## config.mk

```make
export PLATFORM = sky130hd
export DESIGN_NAME = game_state_ctrl_flat
export DESIGN_NICKNAME = d
export VERILOG_FILES = /design/src/rtl/game_pkg.sv /design/src/rtl/game_state_ctrl_if.sv /design/src/rtl/score_accum.sv /design/src/rtl/game_state_ctrl.sv /design/src/flat_wrapper.sv
export SDC_FILE = /design/constraint.sdc
export NUM_CORES = 1
export LEC_CHECK = 0
export BUFFER_PORTS_ARGS = -buffer_cell sky130_fd_sc_hd__buf_2
export CORE_AREA = 3 3 75 77
export CTS_CLUSTER_SIZE = 30
export DETAILED_ROUTE_END_ITERATION = 10
export DIE_AREA = 0 0 78 80
export PLACE_DENSITY = 0.74
export SLEW_MARGIN = 20
export SYNTH_ARGS = -nofsm -noshare
export SYNTH_HDL_FRONTEND = slang
export SYNTH_SLANG_ARGS = --single-unit
export TNS_END_PERCENT = 5
```

## constraint.sdc

```tcl
create_clock -name clk -period 1.8 [get_ports clk]
set_input_delay 0.36 -clock clk [delete_from_list [all_inputs] [get_ports clk]]
set_output_delay 0.36 -clock clk [all_outputs]
set_load 0.01 [all_outputs]
```

## src/rtl/game_pkg.sv

```systemverilog
// Shared definitions for the game state controller slice: state encoding,
// default game constants and a constant-time decimal-to-BCD helper.
// Build option: GAME_STATE_SCORE_BCD_EN selects a packed-BCD score.
package game_pkg;

   typedef enum logic [2:0] {
      ST_IDLE      = 3'd0,
      ST_PLAY      = 3'd1,
      ST_DYING     = 3'd2,
      ST_GAME_OVER = 3'd3,
      ST_WIN       = 3'd4
   } game_state_t;

   localparam int DEF_LIVES        = 3;
   localparam int DEF_FREEZE_TICKS = 120;
   localparam int DEF_SCORE_STEP   = 10;
   localparam int SCORE_W          = 16;

   // Decimal value to 4 packed BCD digits; values above 9999 clamp to 9999.
   function automatic logic [15:0] to_bcd(input int unsigned v);
      logic [15:0] r;
      int unsigned t;
      r = '0;
      t = (v > 32'd9999) ? 32'd9999 : v;
      for (int i = 0; i < 4; i++) begin
         r[i*4 +: 4] = 4'(t % 10);
         t = t / 10;
      end
      return r;
   endfunction

endpackage

```

## src/rtl/game_state_ctrl_if.sv

```systemverilog
// Frame-level control bus between game logic and the game state controller.
// master = game logic side (drives events), slave = controller.
interface game_state_ctrl_if;
   import game_pkg::*;

   logic               tick;
   logic               start_btn;
   logic               pacman_is_dead;
   logic               food_eaten;
   logic               freeze;
   logic               game_restart;
   logic [1:0]         lives;
   logic [SCORE_W-1:0] score;
   logic [2:0]         state;

   modport master (
      output tick, start_btn, pacman_is_dead, food_eaten,
      input  freeze, game_restart, lives, score, state
   );

   modport slave (
      input  tick, start_btn, pacman_is_dead, food_eaten,
      output freeze, game_restart, lives, score, state
   );

endinterface

```

## src/rtl/score_accum.sv

```systemverilog
// Saturating score adder. Plain binary (saturates at 16'hFFFF) by default;
// with GAME_STATE_SCORE_BCD_EN defined both operands are 4-digit packed BCD
// and the sum saturates at 16'h9999.
module score_accum (
   input  logic [15:0] score_in,
   input  logic [15:0] step,
   output logic [15:0] score_out
);

`ifdef GAME_STATE_SCORE_BCD_EN
   // Digit-serial BCD add; a carry out of the top digit means overflow.
   function automatic logic [15:0] bcd_add_sat(input logic [15:0] a,
                                               input logic [15:0] b);
      logic [15:0] r;
      logic [4:0]  d;
      logic        c;
      r = '0;
      c = 1'b0;
      for (int i = 0; i < 4; i++) begin
         d = {1'b0, a[i*4 +: 4]} + {1'b0, b[i*4 +: 4]} + {4'b0, c};
         if (d > 5'd9) begin
            d = d + 5'd6;
            c = 1'b1;
         end else begin
            c = 1'b0;
         end
         r[i*4 +: 4] = d[3:0];
      end
      return c ? 16'h9999 : r;
   endfunction

   // Combinational BCD accumulate step
   always_comb score_out = bcd_add_sat(score_in, step);
`else
   function automatic logic [15:0] bin_add_sat(input logic [15:0] a,
                                               input logic [15:0] b);
      logic [16:0] s;
      s = {1'b0, a} + {1'b0, b};
      return s[16] ? 16'hFFFF : s[15:0];
   endfunction

   // Combinational binary accumulate step
   always_comb score_out = bin_add_sat(score_in, step);
`endif

endmodule

```

## src/rtl/game_state_ctrl.sv

```systemverilog
// Game state controller: IDLE/PLAY/DYING/GAME_OVER/WIN sequencing, lives,
// score and pellet bookkeeping, sprite freeze and restart pulse. All outputs
// are registered. Build option GAME_STATE_SCORE_BCD_EN switches the score to
// 4 packed BCD digits (step given in decimal, converted at elaboration).
module game_state_ctrl
   import game_pkg::*;
#(
   parameter int INIT_LIVES         = DEF_LIVES,
   parameter int DEATH_FREEZE_TICKS = DEF_FREEZE_TICKS,
   parameter int SCORE_PER_FOOD     = DEF_SCORE_STEP,
   parameter int FOOD_TOTAL         = 300
) (
   input logic               clk,
   input logic               rst,
   game_state_ctrl_if.slave  bus
);

   localparam logic [1:0] LIVES_INIT  = 2'(INIT_LIVES);
   localparam logic [7:0] FREEZE_INIT = 8'(DEATH_FREEZE_TICKS);
   localparam logic [9:0] FOOD_LAST   = 10'(FOOD_TOTAL);
`ifdef GAME_STATE_SCORE_BCD_EN
   localparam logic [15:0] SCORE_STEP = to_bcd(SCORE_PER_FOOD);
`else
   localparam logic [15:0] SCORE_STEP = 16'(SCORE_PER_FOOD);
`endif

   game_state_t   state_q;
   logic [1:0]    lives_q;
   logic [15:0]   score_q;
   logic [9:0]    food_cnt_q;
   logic [7:0]    frz_cnt_q;
   logic          dead_prev_q;
   logic          restart_q;
   logic          freeze_q;

   logic [15:0]   score_sum;
   logic [9:0]    food_next;
   logic          death_evt;
   logic          level_done;

   score_accum u_score_accum (
      .score_in  (score_q),
      .step      (SCORE_STEP),
      .score_out (score_sum)
   );

   // A held-high collision counts once: only the rising edge is an event.
   assign death_evt  = bus.pacman_is_dead & ~dead_prev_q;
   assign food_next  = food_cnt_q + 10'd1;
   assign level_done = bus.food_eaten && (food_next == FOOD_LAST);

   // Game FSM with all bookkeeping and outputs registered alongside the state
   always_ff @(posedge clk or posedge rst) begin
      if (rst) begin
         state_q     <= ST_IDLE;
         lives_q     <= '0;
         score_q     <= '0;
         food_cnt_q  <= '0;
         frz_cnt_q   <= '0;
         dead_prev_q <= 1'b0;
         restart_q   <= 1'b0;
         freeze_q    <= 1'b1;
      end else begin
         dead_prev_q <= bus.pacman_is_dead;
         restart_q   <= 1'b0;
         case (state_q)
            ST_IDLE, ST_GAME_OVER, ST_WIN: begin
               if (bus.start_btn) begin
                  state_q    <= ST_PLAY;
                  freeze_q   <= 1'b0;
                  restart_q  <= 1'b1;
                  lives_q    <= LIVES_INIT;
                  score_q    <= '0;
                  food_cnt_q <= '0;
                  frz_cnt_q  <= '0;
               end
            end
            ST_PLAY: begin
               // Food is booked before a same-cycle death is considered.
               if (bus.food_eaten) begin
                  score_q    <= score_sum;
                  food_cnt_q <= food_next;
               end
               if (level_done) begin
                  state_q  <= ST_WIN;
                  freeze_q <= 1'b1;
               end else if (death_evt) begin
                  freeze_q <= 1'b1;
                  if (lives_q > 2'd1) begin
                     lives_q   <= lives_q - 2'd1;
                     frz_cnt_q <= FREEZE_INIT;
                     state_q   <= ST_DYING;
                  end else begin
                     lives_q <= '0;
                     state_q <= ST_GAME_OVER;
                  end
               end
            end
            ST_DYING: begin
               if (bus.tick) begin
                  frz_cnt_q <= frz_cnt_q - 8'd1;
                  if (frz_cnt_q == 8'd1) begin
                     state_q  <= ST_PLAY;
                     freeze_q <= 1'b0;
                  end
               end
            end
            default: begin
               state_q  <= ST_IDLE;
               freeze_q <= 1'b1;
            end
         endcase
      end
   end

   assign bus.state        = state_q;
   assign bus.lives        = lives_q;
   assign bus.score        = score_q;
   assign bus.freeze       = freeze_q;
   assign bus.game_restart = restart_q;

endmodule

```

## src/flat_wrapper.sv

```systemverilog
// flat-port wrapper written by rule: the top's interface ports become plain ports
module game_state_ctrl_flat import game_pkg::*;
#(
   parameter int INIT_LIVES         = DEF_LIVES,
   parameter int DEATH_FREEZE_TICKS = DEF_FREEZE_TICKS,
   parameter int SCORE_PER_FOOD     = DEF_SCORE_STEP,
   parameter int FOOD_TOTAL         = 300
)
  (clk, rst, bus_tick, bus_start_btn, bus_pacman_is_dead, bus_food_eaten, bus_freeze, bus_game_restart, bus_lives, bus_score, bus_state);
  game_state_ctrl_if bus_i ();
  input logic clk;
  input logic rst;
  input wire logic [$bits(bus_i.tick)-1:0] bus_tick;
  input wire logic [$bits(bus_i.start_btn)-1:0] bus_start_btn;
  input wire logic [$bits(bus_i.pacman_is_dead)-1:0] bus_pacman_is_dead;
  input wire logic [$bits(bus_i.food_eaten)-1:0] bus_food_eaten;
  output wire logic [$bits(bus_i.freeze)-1:0] bus_freeze;
  output wire logic [$bits(bus_i.game_restart)-1:0] bus_game_restart;
  output wire logic [$bits(bus_i.lives)-1:0] bus_lives;
  output wire logic [$bits(bus_i.score)-1:0] bus_score;
  output wire logic [$bits(bus_i.state)-1:0] bus_state;
  assign bus_i.tick = bus_tick;
  assign bus_i.start_btn = bus_start_btn;
  assign bus_i.pacman_is_dead = bus_pacman_is_dead;
  assign bus_i.food_eaten = bus_food_eaten;
  assign bus_freeze = bus_i.freeze;
  assign bus_game_restart = bus_i.game_restart;
  assign bus_lives = bus_i.lives;
  assign bus_score = bus_i.score;
  assign bus_state = bus_i.state;
  game_state_ctrl #(.INIT_LIVES(INIT_LIVES), .DEATH_FREEZE_TICKS(DEATH_FREEZE_TICKS), .SCORE_PER_FOOD(SCORE_PER_FOOD), .FOOD_TOTAL(FOOD_TOTAL)) u_core (.clk(clk), .rst(rst), .bus(bus_i));
endmodule
```

==> summary.txt, run 1 <==
STA
  – Setup violators final: 8
  – Max-slew violations: 0
  – RSZ-0062 raised after global routing: yes
  – Peak Freq: between 500 and 600 MHz
  – Min cycle time layout: 1900 ps
  – Fin crit share: 106%
  – Setup ws final: -104 ps
  – Worst-margin pin slew: between 500 and 600 ps
  – Setup TNS: -430 ps
  – Hold_ws: around 190 ps
  – Worst relative slew slack: 63.4%
  – Final hold vios: 0
  – Final Skew: roughly 8.0 ps

Logic synthesis
  – Ys Warns: 0
  – Adder-Cell Fraction of Synth Area: 2.37%
  – Post-synth ARST share: between 90% and 100%
  – Synth Flop Type: dfrtp_1
  – Fraction of the yosys area taken by sequential cells: between 30% and 40%
  – Mapped Cells: 313
  – Number of synthesized flops with an enable pin: 0
  – Cell area after synthesis: between 2000 and 3000 um^2
  – Synth cell types: 60
  – Synth Area per Inst: 8.44 um^2
  – Synthesized Nets: about 320
  – Mux share of post-synthesis cell area: less than 1%
  – Synth Area in Simple Gates: a little over a fifth
  – Synth Area in Compound Gates: just under 30%
  – Post-synthesis xor/xnor area fraction: 0.663%
  – Largest family of logic cells by synthesized area: compound AO/OA/AOI/OAI gates
  – #FFs+latches synth: 42

Placement
  – Hpwl dp: approximately 5100 um
  – RD Place Congestion: approximately 0.9
  – Post-Place Cells: 444
  – Place WS: -157 ps
  – I/O Buffers: 28

Final layout
  – Finished Layout Cells: 453
  – # nets final: slightly below 400
  – Area delta synth->final: 27.2%
  – Fraction of layout cells with a size suffix above 1: around 28%
  – Antenna fix cells: 0
  – Most common cell after layout, fill and taps aside: buf_4
  – Most frequent cells in the layout: buf_4, o21ai_0, dfrtp_1, buf_2, nand2_1

Setup path
  – Startpoint types: flop
  – Crit path max fanout: 4
  – Crit Path Class: flop to flop
  – Worst setup EP type: flop
  – Reg2Reg Launch Point: u_core.food_cnt_q[1]$_DFFE_PP0P_
  – Signal arrival time at the worst endpoint: about 2100 ps
  – Flop2flop setup slack: -100 ps
  – Cells on worst reg2reg path: 7
  – WP data required: ~2000 ps
  – Worst R2R End: u_core.bus.lives[0]$_DFFE_PP0P_

Floorplanning
  – Die height: 80 um
  – IO Count: 29
  – Die X: 78 um
  – Placement Rows: 26
  – Die ar.: approximately 6200 um^2
  – Initial core utilization: 52.1%
  – Core Area: ~5100 um^2

Pwr
  – PwrDens: ~1300 nW/um^2
  – Static leakage: ~0.0015 uW
  – Max IR drop VDD: about 0.00082 V

Clock network
  – Clock buffer depth: 2
  – TritonCTS Buffers: 5
  – Worst skew pair latency: 300 ps
  – H-tree Lvls: 2
  – Clock Sinks: 42
  – Clk slew on worst S/H paths: ~80 ps
  – Root Driver: clkbuf_8
  – CTS tree: built

Drt
  – DRC errors left: 0
  – DR vias/cell: between 6 and 7
  – Iteration-0 DRC count of the detailed router: slightly above 200
  – DR WL met2: between 3000 and 4000 um
  – Wl on met1: 3120 um
  – Uppermost layer routed: met4
  – Routed wire length: between 7000 and 8000 um
  – Vias post-DR: between 2000 and 3000
  – Routed length on met3: between 300 and 400 um
  – Antenna Violating Nets Remaining: 0
  – Avg WL per Cell: approximately 16 um
  – DRT Pass-1 Iters: 4

Job
  – Max_cap viols: 0

GRT
  – Largest net degree at the start of global routing: 43
  – Tot GR Track Use: a little under a quarter
  – Initial antenna violation count: 0
  – First-pass GRT wire length: roughly 12000 um
  – GRT overflow: 0
  – Vias in the first global route: 2585

Outcome
  – Status: finished with violations
  – Failing checks: negative setup slack

Worst hold path
  – Worst min path class: input pin to async pin
-- cell type report --
cell class	count	area, um^2
Inverter	15	56.3
Tap cell	70	87.6
Clock buffer	7	86.3
Multi-Input combinational cell	239	1520
Sequential cell	42	1060
Clock inverter	1	5.00
Timing Repair Buffer	79	547
Fill cell	443	1710
-- per-stage QoR --
| step | power, uW | util, % | cell area (um^2) |
|---|---|---|---|
| floorplan | 2650 | - | 2670 |
| global placement | 3450 | 63.0 | 3200 |
| detailed placement | 3500 | 63.0 | 3200 |
| CTS | 4180 | 65.4 | 3320 |
| global route | 4560 | 66.2 | 3360 |
| finish | 4270 | 66.2 | 3360 |
-- cells in the mapped netlist (2+ instances only) --
master / n / area share, %
nand3b_1: 2 / 0.57
a22oi_1: 3 / 0.85
buf_2: 5 / 0.95
o21ai_1: 2 / 0.38
and3_1: 3 / 0.71
a31oi_1: 10 / 2.4
and2_1: 4 / 0.95
inv_1: 15 / 2.1
mux2i_1: 2 / 0.76
clkbuf_1: 10 / 1.4
a21o_1: 4 / 1.1
ha_1: 5 / 2.4
dfrtp_1: 41 / 39
o41ai_1: 2 / 0.66
o21a_1: 6 / 1.7
a22o_1: 6 / 2.0
a21oi_1: 24 / 4.5
or3_1: 3 / 0.71
nor4b_1: 3 / 0.99
nor2b_1: 4 / 0.95
or3b_1: 2 / 0.66
o21ai_0: 45 / 8.5
o31ai_1: 4 / 1.1
nor3b_1: 5 / 1.4
nand4_1: 4 / 0.95
o22ai_1: 2 / 0.47
a221oi_1: 2 / 0.66
nor3_1: 8 / 1.5
nand2_1: 24 / 3.4
nand3_1: 10 / 1.9
nand2b_1: 7 / 1.7
nor2_1: 18 / 2.6
-- cells by family after synthesis --
kind of cell             count (synthesis)
flip-flops                              42
XOR/XNOR                                 2
adder cells (fa/ha/maj)                  5
AO/OA/AOI/OAI                          124
AND/OR/NAND/NOR                        106
multiplexers                             2
buffers and inverters                   32
-- state kept, by name, indices dropped and copies added (netlist names) --
register	flops
u_core.bus.state	3
u_core.food_cnt_q	10
u_core.frz_cnt_q	8
u_core.bus.score	16
u_core.bus.lives	2
u_core.bus.game_restart	1
u_core.dead_prev_q	1
u_core.bus.freeze	1
-- routing by layer --
metal	global-route usage, %	up-vias
li1	-	1305
met1	29.8	1319
met2	40.3	82
met3	4.63	16
met4	9.44	0
met5	0	-
-- worst max-delay path by stage --
stage | start | endpoint | slack (ps) | depth (start not counted)
2_1_floorplan | u_core.food_cnt_q[1]$_DFFE_PP0P_ | u_core.frz_cnt_q[5]$_DFFE_PP0P_ | -60 | 6
3_3_place_gp | u_core.food_cnt_q[0]$_DFFE_PP0P_ | u_core.frz_cnt_q[6]$_DFFE_PP0P_ | -120 | 6
3_5_place_dp | u_core.food_cnt_q[0]$_DFFE_PP0P_ | u_core.frz_cnt_q[6]$_DFFE_PP0P_ | -160 | 6
4_1_cts | u_core.food_cnt_q[1]$_DFFE_PP0P_ | u_core.bus.lives[0]$_DFFE_PP0P_ | -100 | 7
5_1_grt | u_core.food_cnt_q[1]$_DFFE_PP0P_ | u_core.bus.lives[0]$_DFFE_PP0P_ | -180 | 7
6_report | u_core.food_cnt_q[1]$_DFFE_PP0P_ | u_core.bus.lives[0]$_DFFE_PP0P_ | -100 | 7
-- where the power goes --
part,leakage (uW),internal (uW),switching [uW]
clock,0.0000482,310,332
combinational,0.000899,1040,1210
sequential,0.000547,1160,219
total,0.00149,2510,1760
-- what timing repair did --
item	in CTS	in global routing
resized for setup	8	14
pin swaps	3	4
setup buffers	1	0
cloned	0	0
endpoints found under the setup margin	13	31
hold buffers	0	0
-- worst max-delay path, stage by stage, from the launching register on --
cell and delay (ps):
dfrtp_2 440, ha_2 200, a211o_1 260, o31ai_4 70, o221ai_2 130, buf_4 150
or2_1 230, a221o_1 310
No activity file was read; power rests on OpenSTA's default activity.
==> run 2, diff against run 1 <==
--- a/config.mk
+++ b/config.mk
@@ -7,7 +7,8 @@
 export LEC_CHECK = 0
+export ABC_AREA = 1
 export BUFFER_PORTS_ARGS = -buffer_cell sky130_fd_sc_hd__buf_2
-export CORE_AREA = 3 3 75 77
+export CORE_AREA = 3 3 73 75
 export CTS_CLUSTER_SIZE = 30
 export DETAILED_ROUTE_END_ITERATION = 10
-export DIE_AREA = 0 0 78 80
+export DIE_AREA = 0 0 76 78
 export PLACE_DENSITY = 0.74
==> constraint.sdc (replaced) <==
create_clock -name clk -period 1.8 [get_ports clk]
set_input_delay 0.18 -clock clk [delete_from_list [all_inputs] [get_ports clk]]
set_output_delay 0.18 -clock clk [all_outputs]
set_load 0.01 [all_outputs]
==> summary.txt, run 2 <==
Logic synthesis
  – Count leader, synth: nand2_1
  – Mux share of post-synthesis cell area: 0% (-0.76 points)
  – Number of synthesized flops with an enable pin: 0 (unchanged)
  – Synth cell types: 32 (-47%)
  – Post-synthesis xor/xnor area fraction: 3.89% (+3.2 points)
  – Synthesized Nets: 346 (+6.8%)
  – Cell area after synthesis: 2470 um^2 (-6.3%)
  – Post-synth ARST share: 100% (unchanged)
  – Largest family of logic cells by synthesized area: simple AND/OR/NAND/NOR gates
  – Synth top area cells: dfrtp_1, nand2_1, inv_1
  – Cell taking the most area after synthesis: dfrtp_1
  – Post-synth top area share: 41.5% (+2.6 points)
  – Post-synth top cells: nand2_1, inv_1, dfrtp_1
  – Synth Flop Type: dfrtp_1
  – Fraction of the yosys area taken by sequential cells: 42.5% (+2.7 points)
  – Ys Warns: 0 (unchanged)
  – Mapped Cells: 335 (+7.0%)
  – Adder-Cell Fraction of Synth Area: 2.53% (+0.16 points)
  – Synth Area in Compound Gates: 11.1% (-19 points)
  – #FFs+latches synth: 42 (unchanged)
  – Synth Area in Simple Gates: 32.3% (+11 points)
  – Synth Area per Inst: 7.39 um^2 (-12%)

Floorplanning
  – Core Area: 4720 um^2 (-6.9%)
  – Placement Rows: 25 (-3.8%)
  – Die height: 78 um (-2.5%)
  – Die ar.: 5930 um^2 (-5.0%)
  – Initial core utilization: 52.4% (+0.33 points)
  – IO Count: 29 (unchanged)
  – Die X: 76 um (-2.6%)

Final layout
  – Finished Layout Cells: 454 (+0.22%)
  – Antenna fix cells: 0 (unchanged)
  – Fillers: 411 (-7.2%)
  – Max reg flops: 16 (unchanged)
  – # nets final: 397 (+1.0%)
  – Most frequent cells in the layout: nand2_1, inv_1, dfrtp_1, o21ai_0, buf_2
  – Most common cell after layout, fill and taps aside: nand2_1
  – Fraction of layout cells with a size suffix above 1: 25.1% (-3.4 points)
  – Fin area: 3090 um^2 (-8.0%)
  – Area delta synth->final: 25.0%

Drt
  – Vias post-DR: 2346 (-14%)
  – Routed wire length: 5730 um (-20%)
  – Iteration-0 DRC count of the detailed router: 108 (-48%)
  – DRC errors left: 0 (unchanged)
  – Antenna Violating Nets Remaining: 0 (unchanged)
  – Avg WL per Cell: 12.6 um (-20%)
  – DRT Pass-1 Iters: 4 (unchanged)
  – DR vias/cell: 5.17 (-14%)

STA
  – Hold_ws: -5.82 ps (-197 ps)
  – RSZ-0062 raised after global routing: yes
  – Setup violators final: 0 (-8)
  – Fin crit share: 97.1% (-8.7 points)
  – Setup TNS: 0 ps (+430 ps)
  – Worst-margin pin slew: 517 ps (-31.9 ps)
  – Final hold vios: 14 (+14)
  – Peak Freq: 572 MHz (+9.0%)
  – Max-slew violations: 0 (unchanged)
  – Worst relative slew slack: 65.5% (+2.1 points)
  – Final Skew: 11.2 ps (+3.13 ps)
  – Min cycle time layout: 1750 ps (-157 ps)

Setup path
  – Flop2flop setup slack: 50 ps (+160 ps)
  – WP data required: 2040 ps (+50 ps)
  – Startpoint types: flop
  – Worst setup EP type: flop
  – Signal arrival time at the worst endpoint: 1980 ps (-110 ps)
  – Crit Path Class: flop to flop
  – Crit path max fanout: 8 (+4)

Clock network
  – Clock Sinks: 42 (unchanged)
  – Worst skew pair latency: 300 ps (about the same)
  – Root Driver: clkbuf_8
  – H-tree Lvls: 2 (unchanged)
  – Clk slew on worst S/H paths: 90 ps (about the same)
  – CTS tree: built
  – Clock buffer depth: 2 (unchanged)
  – TritonCTS Buffers: 5 (unchanged)

Placement
  – Hpwl dp: 3770 um (-26%)
  – RD Place Congestion: 0.918 (+2.3%)
  – Placed inst area: 2800 um^2 (-13%)
  – Post-Place Cells: 441 (-0.68%)
  – I/O Buffers: 28 (unchanged)

Pwr
  – Static leakage: 0.00160 uW (+7.3%)
  – Pwr Total: 4520 uW (+5.7%)
  – Max IR drop VDD: 0.000617 V (-25%)
  – PwrDens: 1460 nW/um^2 (+15%)

GRT
  – First-pass GRT wire length: 9260 um (-22%)
  – Tot GR Track Use: 19.0% (-4.7 points)
  – Initial antenna violation count: 0 (unchanged)
  – GRT overflow: 0 (unchanged)
  – Largest net degree at the start of global routing: 43 (unchanged)
  – Vias in the first global route: 2136 (-17%)

Outcome
  – Status: finished with violations
  – Failing checks: negative hold slack

Job
  – Max_cap viols: 0 (unchanged)

Worst hold path
  – Worst min path class: input pin to async pin
==> run 2: changes by cell type after synthesis, sizes merged, moves of 14 or more <==
cell   previous run  this run
inv              15        45
nor2             18        35
nand3            11        30
a21oi            24        10
nand2            24       103
o21ai            47        31
==> run 2: path summary, 6_finish.rpt <==
check                                                      start                                end  depth (start not counted)
max in group asynchronous                                    rst   u_core.food_cnt_q[2]$_DFFE_PP0P_                          3
worst min register to register     u_core.bus.freeze$_DFFE_PP1P_      u_core.bus.freeze$_DFFE_PP1P_                          2
worst min-delay path                                         rst    u_core.frz_cnt_q[7]$_DFFE_PP0P_                          3
worst max register to register  u_core.food_cnt_q[1]$_DFFE_PP0P_    u_core.frz_cnt_q[2]$_DFFE_PP0P_                         12
worst max-delay path            u_core.food_cnt_q[1]$_DFFE_PP0P_    u_core.frz_cnt_q[2]$_DFFE_PP0P_                         12
min in group clk                                   bus_start_btn  u_core.bus.game_restart$_DFF_PP0_                          4
==> run 2: metrics by stage <==
stage	hold WS (ps)	worst slack, ps	utilization [%]
6_report	-5.82	52.8	65.5
5_1_grt	40.6	-78.2	65.5
4_1_cts	18.5	5.62	61.7
3_5_place_dp	304	33.0	59.2
3_3_place_gp	304	119	59.2
2_1_floorplan	211	137	-
==> run 2: cell families after synthesis <==
family          count (synthesis)
simple gates                  179
compound gates                 50
buf+inv                        48
flops                          42
xor+xnor                       11
fa+ha+maj                       5
==> run 2: final cells by class <==
| cell class | count | area [um^2] | share of cell area, % |
|---|---|---|---|
| tap | 67 | 83.8 | 2.71 |
| multi-input combinational | 245 | 1360 | 43.8 |
| clock buffer | 6 | 72.6 | 2.35 |
| sequential | 42 | 1060 | 34.1 |
| inverter | 45 | 169 | 5.46 |
| clock inverter | 2 | 37.5 | 1.21 |
| timing repair buffer | 47 | 319 | 10.3 |
==> run 2: where the power goes <==
part           total, uW  internal [uW]  switching [uW]
registers           1470           1210             268
logic               2290            879            1420
clock network        750            414             336
total               4520           2500            2020
==> run 2: repair_timing <==
item / in CTS / in global routing
buffers inserted: 0 / 3
endpoints found under the setup margin: 0 / 17
hold buffers: 1 / 0
resized for setup: 0 / 36
endpoints found under the hold margin: 1 / 0
==> run 2: per-layer routing <==
layer | GRT usage (%) | up-vias | wire (um)
li1 | - | 1177 | -
met1 | 24.9 | 1097 | 2640
met2 | 31.2 | 58 | 2640
met3 | 4.18 | 14 | 310
met4 | 6.88 | 0 | 134
met5 | 0 | - | 0
==> run 2: worst max-delay path, cell delays in order, from the launching register on <==
cell     delay, ps
dfrtp_2        410
ha_4           170
nand3_2         80
inv_2           80
nand3_1         90
nand2_2         90
nand2_2         80
nor2_4         150
nand4_4        140
buf_12         170
nand2_8        100
nand2_1         50
nand2_1         60
